### config.mk
export PLATFORM = sky130hd
export DESIGN_NAME = xor_frame_stats_flat
export DESIGN_NICKNAME = d
export VERILOG_FILES = /design/src/rtl/xor_stream_pkg.sv /design/src/rtl/xor_frame_stats_if.sv /design/src/rtl/xor_frame_stats_frame_stats.sv /design/src/rtl/xor_frame_stats.sv /design/src/flat_wrapper.sv
export SDC_FILE = /design/constraint.sdc
export NUM_CORES = 1
export LEC_CHECK = 0
export ABC_AREA = 0
export CORE_MARGIN = 3
export CORE_UTILIZATION = 50
export DETAILED_ROUTE_END_ITERATION = 8
export PLACE_DENSITY_LB_ADDON = 0.2
export SYNTH_ARGS = -nofsm -noshare
export SYNTH_HDL_FRONTEND = slang
export SYNTH_SLANG_ARGS = --single-unit
### constraint.sdc
create_clock -name clk -period 1.7 [get_ports clk]
set_clock_uncertainty 0.2 [all_clocks]
set_input_delay 0.34 -clock clk [delete_from_list [all_inputs] [get_ports clk]]
set_output_delay 0.34 -clock clk [all_outputs]
set_load 0.05 [all_outputs]
### src/rtl/xor_stream_pkg.sv
// Shared definitions for the XOR bit stream: the default frame length and the
// state encoding of the frame statistics FSM.
package xor_stream_pkg;

   localparam int DEFAULT_FRAME_LEN = 8;

   typedef enum logic [1:0] {
      ST_IDLE  = 2'd0,
      ST_ACCUM = 2'd1,
      ST_HOLD  = 2'd2
   } state_t;

endpackage

### src/rtl/xor_frame_stats_if.sv
// Bit-in / frame-result handshake bundle for xor_frame_stats.
// The master is the environment; the slave is the statistics block.
interface xor_frame_stats_if
   import xor_stream_pkg::*;
#(
   parameter int FRAME_LEN = DEFAULT_FRAME_LEN
);

   localparam int CNT_W = $clog2(FRAME_LEN + 1);

   logic             bit_in;
   logic             bit_valid;
   logic             bit_ready;
   logic             out_valid;
   logic             out_ready;
   logic             out_parity;
   logic [CNT_W-1:0] out_ones;
   logic [CNT_W-1:0] out_edges;

   modport master (
      output bit_in, bit_valid, out_ready,
      input  bit_ready, out_valid, out_parity, out_ones, out_edges
   );

   modport slave (
      input  bit_in, bit_valid, out_ready,
      output bit_ready, out_valid, out_parity, out_ones, out_edges
   );

endinterface

### src/rtl/xor_frame_stats_frame_stats.sv
// Per-frame accumulator for parity, ones-count and transition count.
// clear (qualified by en) starts a new frame with the current bit.
module frame_stats #(
   parameter int CNT_W = 4
) (
   input  logic             clk,
   input  logic             rst_n,
   input  logic             clear,
   input  logic             en,
   input  logic             bit_in,
   output logic             nxt_parity,
   output logic [CNT_W-1:0] nxt_ones,
   output logic [CNT_W-1:0] nxt_edges
);

   logic             parity;
   logic             prev;
   logic [CNT_W-1:0] ones;
   logic [CNT_W-1:0] edges;

   // NOTE: every always_comb output gets a default before any branch, so no latch is inferred.
   always_comb begin
      nxt_parity = parity ^ bit_in;
      nxt_ones   = ones + CNT_W'(bit_in);
      nxt_edges  = edges + CNT_W'(bit_in != prev);
      if (clear) begin
         // First bit of a frame has no predecessor, so it never counts as an edge.
         nxt_parity = bit_in;
         nxt_ones   = CNT_W'(bit_in);
         nxt_edges  = '0;
      end
   end

   // NOTE: sequential state uses non-blocking assignments only, so every flop samples pre-edge values.
   always_ff @(posedge clk or negedge rst_n) begin
      if (!rst_n) begin
         parity <= 1'b0;
         prev   <= 1'b0;
         ones   <= '0;
         edges  <= '0;
      end else if (en) begin
         parity <= nxt_parity;
         prev   <= bit_in;
         ones   <= nxt_ones;
         edges  <= nxt_edges;
      end
   end

endmodule

### src/rtl/xor_frame_stats.sv
// Frames a serial XOR bit stream and reports parity, ones and edge counts per
// frame over a registered valid/ready output.
module xor_frame_stats
   import xor_stream_pkg::*;
#(
   parameter int FRAME_LEN = DEFAULT_FRAME_LEN
) (
   input logic            clk,
   input logic            rst_n,
   xor_frame_stats_if.slave bus
);

   localparam int CNT_W = $clog2(FRAME_LEN + 1);
   localparam int IDX_W = $clog2(FRAME_LEN);
   localparam logic [IDX_W-1:0] LAST_IDX = IDX_W'(FRAME_LEN - 1);

   if (FRAME_LEN < 2) begin : g_bad_frame_len
      $error("xor_frame_stats: FRAME_LEN must be >= 2");
   end

   state_t           state, state_nxt;
   logic [IDX_W-1:0] idx, idx_nxt;
   logic             bit_ready_q;
   logic             out_valid_q, out_valid_nxt;
   logic             out_parity_q;
   logic [CNT_W-1:0] out_ones_q;
   logic [CNT_W-1:0] out_edges_q;

   logic             accept;
   logic             xfer;
   logic             acc_en;
   logic             acc_clear;
   logic             load_out;
   logic             nxt_parity;
   logic [CNT_W-1:0] nxt_ones;
   logic [CNT_W-1:0] nxt_edges;

   assign accept = bus.bit_valid && bit_ready_q;
   assign xfer   = out_valid_q && bus.out_ready;

   always_comb begin
      state_nxt     = state;
      idx_nxt       = idx;
      out_valid_nxt = out_valid_q;
      acc_en        = 1'b0;
      acc_clear     = 1'b0;
      load_out      = 1'b0;
      unique case (state)
         ST_IDLE: begin
            if (accept) begin
               acc_en    = 1'b1;
               acc_clear = 1'b1;
               idx_nxt   = IDX_W'(1);
               state_nxt = ST_ACCUM;
            end
         end
         ST_ACCUM: begin
            if (accept) begin
               acc_en = 1'b1;
               if (idx == LAST_IDX) begin
                  // Results land in the output registers on the same edge as the last bit.
                  load_out      = 1'b1;
                  out_valid_nxt = 1'b1;
                  state_nxt     = ST_HOLD;
               end else begin
                  idx_nxt = idx + IDX_W'(1);
               end
            end
         end
         ST_HOLD: begin
            if (xfer) begin
               out_valid_nxt = 1'b0;
               idx_nxt       = '0;
               state_nxt     = ST_IDLE;
            end
         end
         default: state_nxt = ST_IDLE;
      endcase
   end

   always_ff @(posedge clk or negedge rst_n) begin
      if (!rst_n) begin
         state        <= ST_IDLE;
         idx          <= '0;
         bit_ready_q  <= 1'b1;
         out_valid_q  <= 1'b0;
         out_parity_q <= 1'b0;
         out_ones_q   <= '0;
         out_edges_q  <= '0;
      end else begin
         state       <= state_nxt;
         idx         <= idx_nxt;
         bit_ready_q <= (state_nxt != ST_HOLD);
         out_valid_q <= out_valid_nxt;
         if (load_out) begin
            out_parity_q <= nxt_parity;
            out_ones_q   <= nxt_ones;
            out_edges_q  <= nxt_edges;
         end
      end
   end

   frame_stats #(
      .CNT_W (CNT_W)
   ) u_frame_stats (
      .clk        (clk),
      .rst_n      (rst_n),
      .clear      (acc_clear),
      .en         (acc_en),
      .bit_in     (bus.bit_in),
      .nxt_parity (nxt_parity),
      .nxt_ones   (nxt_ones),
      .nxt_edges  (nxt_edges)
   );

   assign bus.bit_ready  = bit_ready_q;
   assign bus.out_valid  = out_valid_q;
   assign bus.out_parity = out_parity_q;
   assign bus.out_ones   = out_ones_q;
   assign bus.out_edges  = out_edges_q;

endmodule
### src/flat_wrapper.sv
// flat-port wrapper written by rule: the top's interface ports become plain ports
module xor_frame_stats_flat import xor_stream_pkg::*;
#(
   parameter int FRAME_LEN = DEFAULT_FRAME_LEN
)
  (clk, rst_n, bus_bit_in, bus_bit_valid, bus_out_ready, bus_bit_ready, bus_out_valid, bus_out_parity, bus_out_ones, bus_out_edges);
  xor_frame_stats_if #(.FRAME_LEN(FRAME_LEN)) bus_i ();
  input logic clk;
  input logic rst_n;
  input wire logic [$bits(bus_i.bit_in)-1:0] bus_bit_in;
  input wire logic [$bits(bus_i.bit_valid)-1:0] bus_bit_valid;
  input wire logic [$bits(bus_i.out_ready)-1:0] bus_out_ready;
  output wire logic [$bits(bus_i.bit_ready)-1:0] bus_bit_ready;
  output wire logic [$bits(bus_i.out_valid)-1:0] bus_out_valid;
  output wire logic [$bits(bus_i.out_parity)-1:0] bus_out_parity;
  output wire logic [$bits(bus_i.out_ones)-1:0] bus_out_ones;
  output wire logic [$bits(bus_i.out_edges)-1:0] bus_out_edges;
  assign bus_i.bit_in = bus_bit_in;
  assign bus_i.bit_valid = bus_bit_valid;
  assign bus_i.out_ready = bus_out_ready;
  assign bus_bit_ready = bus_i.bit_ready;
  assign bus_out_valid = bus_i.out_valid;
  assign bus_out_parity = bus_i.out_parity;
  assign bus_out_ones = bus_i.out_ones;
  assign bus_out_edges = bus_i.out_edges;
  xor_frame_stats #(.FRAME_LEN(FRAME_LEN)) u_core (.clk(clk), .rst_n(rst_n), .bus(bus_i));
endmodule
==> results of run 1 <==
worst paths after layout:
check / start / to / slack [ps] / cells after the start
max: u_core.state[1] / u_core.idx[1] / -30 / 6
min: rst_n / u_core.bus.out_ones[0] / 170 / 2
max reg2reg: u_core.state[1] / u_core.idx[1] / -30 / 6
min reg2reg: u_core.u_frame_stats.edges[0] / u_core.u_frame_stats.edges[0] / 340 / 2
max in group asynchronous: rst_n / u_core.bus.bit_ready / 840 / 2
min in group clk: u_core.u_frame_stats.edges[0] / u_core.u_frame_stats.edges[0] / 340 / 2
flip-flops by register name, indices dropped and copies added, names as in the netlist:
name and count:
u_core.bus.out_edges 4, u_core.bus.out_ones 4, u_core.u_frame_stats.edges 4, u_core.u_frame_stats.ones 4, u_core.idx 3, u_core.state 2
u_core.bus.bit_ready 1, u_core.bus.out_parity 1, u_core.bus.out_valid 1, u_core.u_frame_stats.parity 1, u_core.u_frame_stats.prev 1
stage by stage:
stage | utilization (%) | setup slack [ps] | instances | hold WS [ps]
2_1_floorplan | - | -31.4 | 148 | -156
3_3_place_gp | 69.4 | -375 | 209 | 290
3_5_place_dp | 69.4 | -402 | 209 | 309
4_1_cts | 73.8 | 0.197 | 218 | 167
5_1_grt | 75.1 | -74.2 | 219 | 167
6_report | 75.1 | -31.6 | 219 | 166
area by class of cell:
type                    instances  area [µm²]
clock buffers                   4        36.3
inverters                       4        17.5
well taps                      31        38.8
flip-flops and latches         26         653
multi-input cells             110         842
repair buffers                 44         518
fillers                       198         699
cell families (layout without fill, tap and decap cells):
| family | count (synthesis) | in the layout | synth area share, % |
|---|---|---|---|
| xor+xnor | 6 | 6 | 3.53 |
| flops | 26 | 26 | 43.8 |
| buf+inv | 12 | 52 | 4.79 |
| fa+ha+maj | 10 | 10 | 8.41 |
| simple gates | 48 | 48 | 17.5 |
| mux | 6 | 6 | 5.13 |
| compound gates | 40 | 40 | 16.8 |
worst max-delay path, cell delays in order, from the launching register on:
cell and delay, ps:
dfrtp_1 430, buf_4 160, ha_4 160, a21boi_4 140, nor2_2 150, o21ai_4 110, mux2_4 300
metal layers:
layer	share of wire [%]	GRT usage, %
met3	3.1	2.55
met2	52	38.3
met4	2.6	7.74
met1	42	24.3
met5	0	0
Yosys cell counts:
cell,n
o21ai_2,1
mux2_4,3
a21boi_2,1
buf_6,3
o21ai_1,3
and2_1,1
nand3_4,1
nor2_1,3
a22o_1,1
buf_2,3
dfstp_2,1
clkbuf_1,2
a211oi_1,1
mux2i_1,2
o21ai_0,18
nor3_1,4
nand2b_1,3
nand2b_4,1
mux2_2,1
a31oi_1,4
nor2b_1,4
a21oi_1,6
nand3_1,3
ha_1,10
a21oi_2,1
a22oi_1,1
inv_1,4
nand2_2,1
nand4_2,2
nand2_1,22
xor2_1,3
a211oi_2,3
and3_1,3
dfrtp_1,25
xnor2_1,3
power groups by stage:
| stage | Sequential [µW] | Combinational [µW] | Clock [µW] |
|---|---|---|---|
| 2_1_floorplan | 853 | 643 | 0 |
| 3_3_place_gp | 837 | 1040 | 0 |
| 3_5_place_dp | 850 | 1080 | 0 |
| 4_1_cts | 850 | 1170 | 334 |
| 5_1_grt | 869 | 1330 | 359 |
| 6_report | 855 | 1220 | 321 |
timing repair:
| item | 4_1_cts | 5_1_grt |
|---|---|---|
| setup endpoints to repair | 12 | 18 |
| pin swaps | 2 | 5 |
| buffers inserted | 5 | 1 |
| gates resized for setup | 11 | 12 |
==> run metrics, run 1 <==
status=finished, violations left; violated checks=setup timing; Switching Fraction=between 30% and 40%; crit path launch type=flip-flop; Port Buffers=15; Final TNS setup=-87.5 ps; CTS Buf Count=3; sequential area share after synthesis=a little over two fifths; hpwl dp=around 2400 µm; Synth cell types=35; 1st-iter DRT viols=70; Core ar.=between 0.002 and 0.003 mm²; CTS Buffer Depth=2; RSZ-0062 raised after global routing=true; CTS tree=done; endpoints failing hold=0; vias=~1,200; first-pass GRT wire length=5580 µm; DRC=0; largest net degree at the start of global routing=27; Routed WL=roughly 3400 µm; post-route setup slack=-31.6 ps; IO Pins=16; Final GP Congestion=between 0.8 and 0.9; cell area after synthesis=between 0.001 and 0.0015 mm²; Slew Viols, Final=0; htree depth=1; Clock transition at path regs=approximately 150 ps; Via density=between 5 and 6; Die Span X=60.5 µm; full die area=between 0.003 and 0.004 mm²; Slew HR=~78%; power after layout=2390 µW; Leak=approximately 0.00095 µW; Slew @ Worst Pin=between 300 and 400 ps; commonest non-fill, non-tap cell in the layout=buf_4; Synth top area share=42.1%; Post-CTS Hold Buffers=0; fin area=between 0.002 and 0.0025 mm²; CTS root buf=clkbuf_4; synth top area cells=dfrtp_1 42%, ha_1 8.4%, o21ai_0 6.1%; vias in the first global route=between 1,000 and 1,500; peak supply drop=around 0.78 mV; Clk pwr share=between 10% and 20%; Synth Net Count=around 160; post-route ant nets=0; initial antenna violation count=0; CP required=~1700 ps; Final min period=around 1700 ps; syn avg cell area=between 10 and 15 µm²; flops & latches, synth=26; row count=19; crit path DAT=approximately 1800 ps; Die Ht=approximately 61 µm; Max-cap violations=0; layout cell share with drive strength beyond 1=between 30% and 40%; drt first pass iters=4; maximum fanout along the worst path=3; cell count after synthesis=approximately 150; DR WL/cell=between 15 and 20 µm; Antenna Cells=0; cell-internal power=1510 µW; Net Sw Power=883 µW; area grow syn2layout=41.5%; FMAX=0.577 GHz; crit path capture type=flip-flop; placed inst area=0.00195 mm²; CTS sink count=26; most frequent cells in the layout=25 x buf_4, 24 x dfrtp_1, 21 x nand2_1; Yosys top cell by area=dfrtp_1; final setup vio count=3; Clock Latency Late Sink=roughly 320 ps; gr usage total=about a fifth; final layout net count=204; worst setup path class=flip-flop to flip-flop; pwr dens=roughly 1100 mW/mm²; register share of total power=between 30% and 40%; yosys warns=0; Gate power share=between 50 and 60%; Hold WC Path Type=input port to asynchronous set/reset pin; final worst path period share=102%; grt total ovfl=0; Initial Util=between 50 and 60%
Power figures use the tool's default switching activity.
==> run 2, diff against run 1 <==
--- a/config.mk
+++ b/config.mk
@@ -13,3 +13,4 @@
 export SYNTH_ARGS = -nofsm -noshare
 export SYNTH_HDL_FRONTEND = slang
 export SYNTH_SLANG_ARGS = --single-unit
+export TNS_END_PERCENT = 5
==> run metrics, run 2 (same netlist as run 1, synthesis figures left out) <==
FMAX=0.594 GHz (+2.8%); endpoints failing hold=0 (unchanged); 1st-iter DRT viols=34 (-51%); CTS root buf=clkbuf_4; gr usage total=18.7% (-1.9 points); fin area=0.00201 mm² (-4.5%); final worst path period share=99.1% (-2.8 points); fill count=205 (+3.5%); register share of total power=36.9% (+1.2 points); final layout net count=199 (-2.5%); hpwl dp=2370 µm (-2.9%); placed inst area=0.00190 mm² (-2.6%); Switching Fraction=36.9% (+0.057 points); full die area=0.00367 mm² (unchanged); FF-to-FF Start=u_core.state[0]; Slew @ Worst Pin=201 ps (-135 ps); vias in the first global route=1,143 (-7.4%); CTS sink count=26 (unchanged); Slew Viols, Final=0 (unchanged); Hold WC Path Type=input port to asynchronous set/reset pin; CTS Buffer Depth=2 (unchanged); CP required=1720 ps (about the same); worst setup path class=flip-flop to flip-flop; peak supply drop=0.664 mV (-15%); largest net degree at the start of global routing=16 (-41%); Die Span X=60.5 µm (unchanged); Clk pwr share=14.0% (+0.6 points); Util after Layout=71.7% (-3.3 points); drt first pass iters=4 (unchanged); crit path capture type=flip-flop; RSZ-0062 raised after global routing=true; Slew HR=86.3% (+8.7 points); fin cells=214 (-2.3%); vias=1,181 (-2.4%); placed insts=208 (-0.48%); most frequent cells in the layout=25 x dfrtp_1, 23 x buf_4, 21 x nand2_1; first-pass GRT wire length=5150 µm (-7.7%); Die Ht=60.5 µm (unchanged); crit path launch type=flip-flop; Routed WL=2980 µm (-12%); WHS=4.57 ps (-161 ps); layout cell share with drive strength beyond 1=38.8% (-0.56 points); IO Pins=16 (unchanged); Clock Latency Late Sink=320 ps (about the same); crit path DAT=1710 ps (-50 ps); final setup vio count=0 (-3); Net Sw Power=836 µW (-5.3%); DRC=0 (unchanged); commonest non-fill, non-tap cell in the layout=dfrtp_1; Setup crit end=u_core.idx[2]; Max-cap violations=0 (unchanged); Initial Util=53.0% (unchanged); Antenna Cells=0 (unchanged); maximum fanout along the worst path=3 (unchanged); Core ar.=0.00281 mm² (unchanged); initial antenna violation count=0 (unchanged); setup slack, reg-to-reg=20 ps (+50 ps); Clock transition at path regs=150 ps (about the same); status=finished, final reports clean; Final min period=1680 ps (-47.4 ps); Via density=5.52 (-0.12%); Port Buffers=15 (unchanged); r2r worst-path depth=5 (-1); grt total ovfl=0 (unchanged); CTS Buf Count=3 (unchanged); row count=19 (unchanged); launch point of the worst path=u_core.state[0]; post-route ant nets=0 (unchanged); reg-to-reg critical path endpoint=u_core.idx[2]; CTS tree=done; Final GP Congestion=0.869 (+3.2%); htree depth=1 (unchanged); DR WL/cell=13.9 µm (-10%); Gate power share=49.1% (-1.8 points); area grow syn2layout=35.2%; pwr dens=1130 mW/mm² (-1.0%); cell-internal power=1430 µW (-5.5%); Leak=0.000908 µW (-4.9%)
## run 2: area by class of cell
class / count / area, µm² / area share (%)
clock buffers: 4 / 36.3 / 1.80
inverters: 4 / 15.0 / 0.746
multi-input cells: 110 / 827 / 41.1
flip-flops and latches: 26 / 652 / 32.4
well taps: 31 / 38.8 / 1.93
repair buffers: 39 / 443 / 22.0
## run 2: layer usage
layer / global-route usage (%) / up-vias / routed length, µm
met5: 0 / - / 0
li1: - / 585 / -
met3: 3.19 / 6 / 107
met2: 29.6 / 22 / 1380
met1: 26.1 / 568 / 1440
met4: 6.50 / 0 / 52
## run 2: worst min-delay path by stage
stage | endpoint | slack, ps
final | u_core.idx[1] | 5
after global routing | u_core.idx[1] | 10
after CTS | u_core.idx[1] | 8
after detailed placement | u_core.u_frame_stats.edges[0] | 300
after global placement | u_core.u_frame_stats.edges[0] | 280
after floorplan | u_core.bus.out_edges[0] | -160
## run 2: what timing repair did
item | CTS | global route
setup endpoints to repair | 19 | 22
setup buffers | 0 | 2
pin swaps | 0 | 5
hold buffers | 0 | 0
gates resized for setup | 6 | 16
## run 2: worst max-delay path: stages, from the launching register on
cell,delay (ps)
dfrtp_1,430
buf_4,140
ha_1,240
nor2_2,170
o21ai_4,100
mux2_4,300
## run 2: stage by stage
| stage | worst slack (ps) | total power, µW | TNS, ps |
|---|---|---|---|
| floorplan | -32.0 | 1490 | -363 |
| global placement | -353 | 1790 | -5160 |
| global route | -38.9 | 2410 | -223 |
| detailed placement | -415 | 1840 | -6030 |
| CTS | -59.2 | 2180 | -215 |
| finish | 15.8 | 2260 | 0 |
## run 2: power by group through the flow
stage | registers [µW] | logic [µW] | clock network [µW]
after CTS | 833 | 1030 | 323
after floorplan | 853 | 639 | 0
after global placement | 832 | 960 | 0
final | 835 | 1110 | 318
after global routing | 854 | 1210 | 345
after detailed placement | 845 | 999 | 0
==> run 3, diff against run 2 <==
--- a/config.mk
+++ b/config.mk
@@ -9,7 +9,8 @@
 export CORE_MARGIN = 3
 export CORE_UTILIZATION = 50
 export DETAILED_ROUTE_END_ITERATION = 8
-export PLACE_DENSITY_LB_ADDON = 0.2
+export HOLD_SLACK_MARGIN = 0.05
+export PLACE_DENSITY = 0.78
 export SYNTH_ARGS = -nofsm -noshare
 export SYNTH_HDL_FRONTEND = slang
 export SYNTH_SLANG_ARGS = --single-unit
==> run metrics, run 3 (same netlist as run 1, synthesis figures left out) <==
largest net degree at the start of global routing=27 (+11); FF-to-FF Start=u_core.state[0]; CTS sink count=26 (unchanged); setup slack, reg-to-reg=-50 ps (-70 ps); most frequent cells in the layout=25 x dfrtp_1, 21 x buf_4, 20 x nand2_1; Post-CTS Hold Buffers=0 (unchanged); Clock transition at path regs=150 ps (about the same); worst setup path class=flip-flop to flip-flop; fin cells=216 (+0.93%); placed inst area=0.00194 mm² (+2.0%); Leak=0.000952 µW (+4.9%); post-route setup slack=-52.8 ps (-68.6 ps); Routed WL=3910 µm (+31%); Antenna Cells=0 (unchanged); layout cell share with drive strength beyond 1=42.2% (+3.4 points); peak supply drop=1.07 mV (+61%); r2r worst-path depth=8 (+3); crit path DAT=1790 ps (+80 ps); vias in the first global route=1,182 (+3.4%); drt first pass iters=4 (unchanged); Slew HR=78.6% (-7.7 points); DRC=0 (unchanged); violated checks=setup timing; RSZ-0062 raised after global routing=true; row count=19 (unchanged); gr usage total=19.7% (+0.95 points); Slew @ Worst Pin=319 ps (+117 ps); 1st-iter DRT viols=61 (+79%); IO Pins=16 (unchanged); Final GP Congestion=0.858 (-1.2%); final layout net count=201 (+1.0%); Seq. cell area=652 µm² (unchanged); area grow syn2layout=43.7%; hpwl dp=2430 µm (+2.7%); final setup vio count=8 (+8); Via density=5.95 (+7.8%); Final min period=1750 ps (+68.6 ps); final worst path period share=103% (+4.0 points); grt total ovfl=0 (unchanged); CTS tree=done; first-pass GRT wire length=5340 µm (+3.6%); Clock Latency Late Sink=330 ps (about the same); commonest non-fill, non-tap cell in the layout=dfrtp_1; DR WL/cell=18.1 µm (+30%); endpoints failing hold=0 (unchanged); Max-cap violations=0 (unchanged); fill count=173 (-16%); Die Ht=60.5 µm (unchanged); status=finished, violations left; pwr dens=1210 mW/mm² (+7.1%); initial antenna violation count=0 (unchanged); reg-to-reg critical path endpoint=u_core.u_frame_stats.ones[2]; maximum fanout along the worst path=8 (+5); Die Span X=60.5 µm (unchanged); vias=1,285 (+8.8%); full die area=0.00367 mm² (unchanged); FMAX=0.571 GHz (-3.9%); area of the multi-input gates=881 µm² (+6.5%); CTS Buffer Depth=2 (unchanged); htree depth=1 (unchanged); post-route ant nets=0 (unchanged); Initial Util=53.0% (unchanged); WHS=139 ps (+134 ps); CP required=1730 ps (about the same); Slew Viols, Final=0 (unchanged); fin area=0.00214 mm² (+6.3%); Port Buffers=15 (unchanged); crit path capture type=flip-flop; power after layout=2580 µW (+14%); Hold WC Path Type=input port to asynchronous set/reset pin; placed insts=208 (unchanged); crit path launch type=flip-flop; Core ar.=0.00281 mm² (unchanged); pre-CTS setup slack=-476 ps (-60.4 ps); CTS root buf=clkbuf_4; CTS Buf Count=3 (unchanged)
run 3: cell types whose count changed in the layout (fill, tap and decap cells not counted), sizes merged:
cell    before  now
bufinv       0    1
clkbuf       4    3
buf         35   37
run 3: routing by layer:
metal / global-route usage (%) / wire length [µm]
met4: 7.12 / 88
met1: 23.1 / 1610
met2: 34.4 / 2030
met5: 0 / 0
met3: 5.53 / 181
run 3: how the worst max path moves through the flow:
stage | endpoint | slack, ps | from
after floorplan | u_core.bus.out_ones[3] | -30 | u_core.bus.bit_ready
after global placement | u_core.u_frame_stats.edges[2] | -370 | bus_bit_in
after detailed placement | u_core.u_frame_stats.edges[2] | -480 | bus_bit_in
after CTS | u_core.u_frame_stats.parity | -20 | u_core.state[1]
after global routing | u_core.u_frame_stats.ones[2] | -190 | u_core.state[1]
final | u_core.u_frame_stats.ones[2] | -50 | u_core.state[0]
run 3: area by class of cell:
type | instances | share of cell area (%)
Inverter | 4 | 0.702
Tap cell | 31 | 1.81
Clock inverter | 1 | 1.40
Multi-Input combinational cell | 110 | 41.2
Timing Repair Buffer | 41 | 23.3
Clock buffer | 3 | 1.05
Sequential cell | 26 | 30.5
run 3: where the power goes:
part / internal (µW) / switching, µW / leakage (µW)
clock: 239 / 197 / 0.0000279
combinational: 653 / 633 / 0.000583
sequential: 729 / 128 / 0.000341
run 3: critical path, cell delays in order, from the launching register on:
cell and delay (ps):
dfrtp_1 430, buf_4 160, ha_4 180, buf_6 140, buf_12 130, nand2_1 110, nor3_2 60, a21oi_1 160
o21ai_1 90
run 3: through the flow:
stage	setup TNS (ps)	util (%)
after global routing	-1100	76.2
after floorplan	-363	-
after detailed placement	-6140	69.0
after global placement	-4910	69.0
after CTS	-67.8	72.3
final	-179	76.2
run 3: what timing repair did:
| item | in CTS | in global routing |
|---|---|---|
| gates resized for setup | 11 | 23 |
| setup endpoints to repair | 22 | 21 |
| buffers inserted | 1 | 3 |
| pin swaps | 3 | 2 |
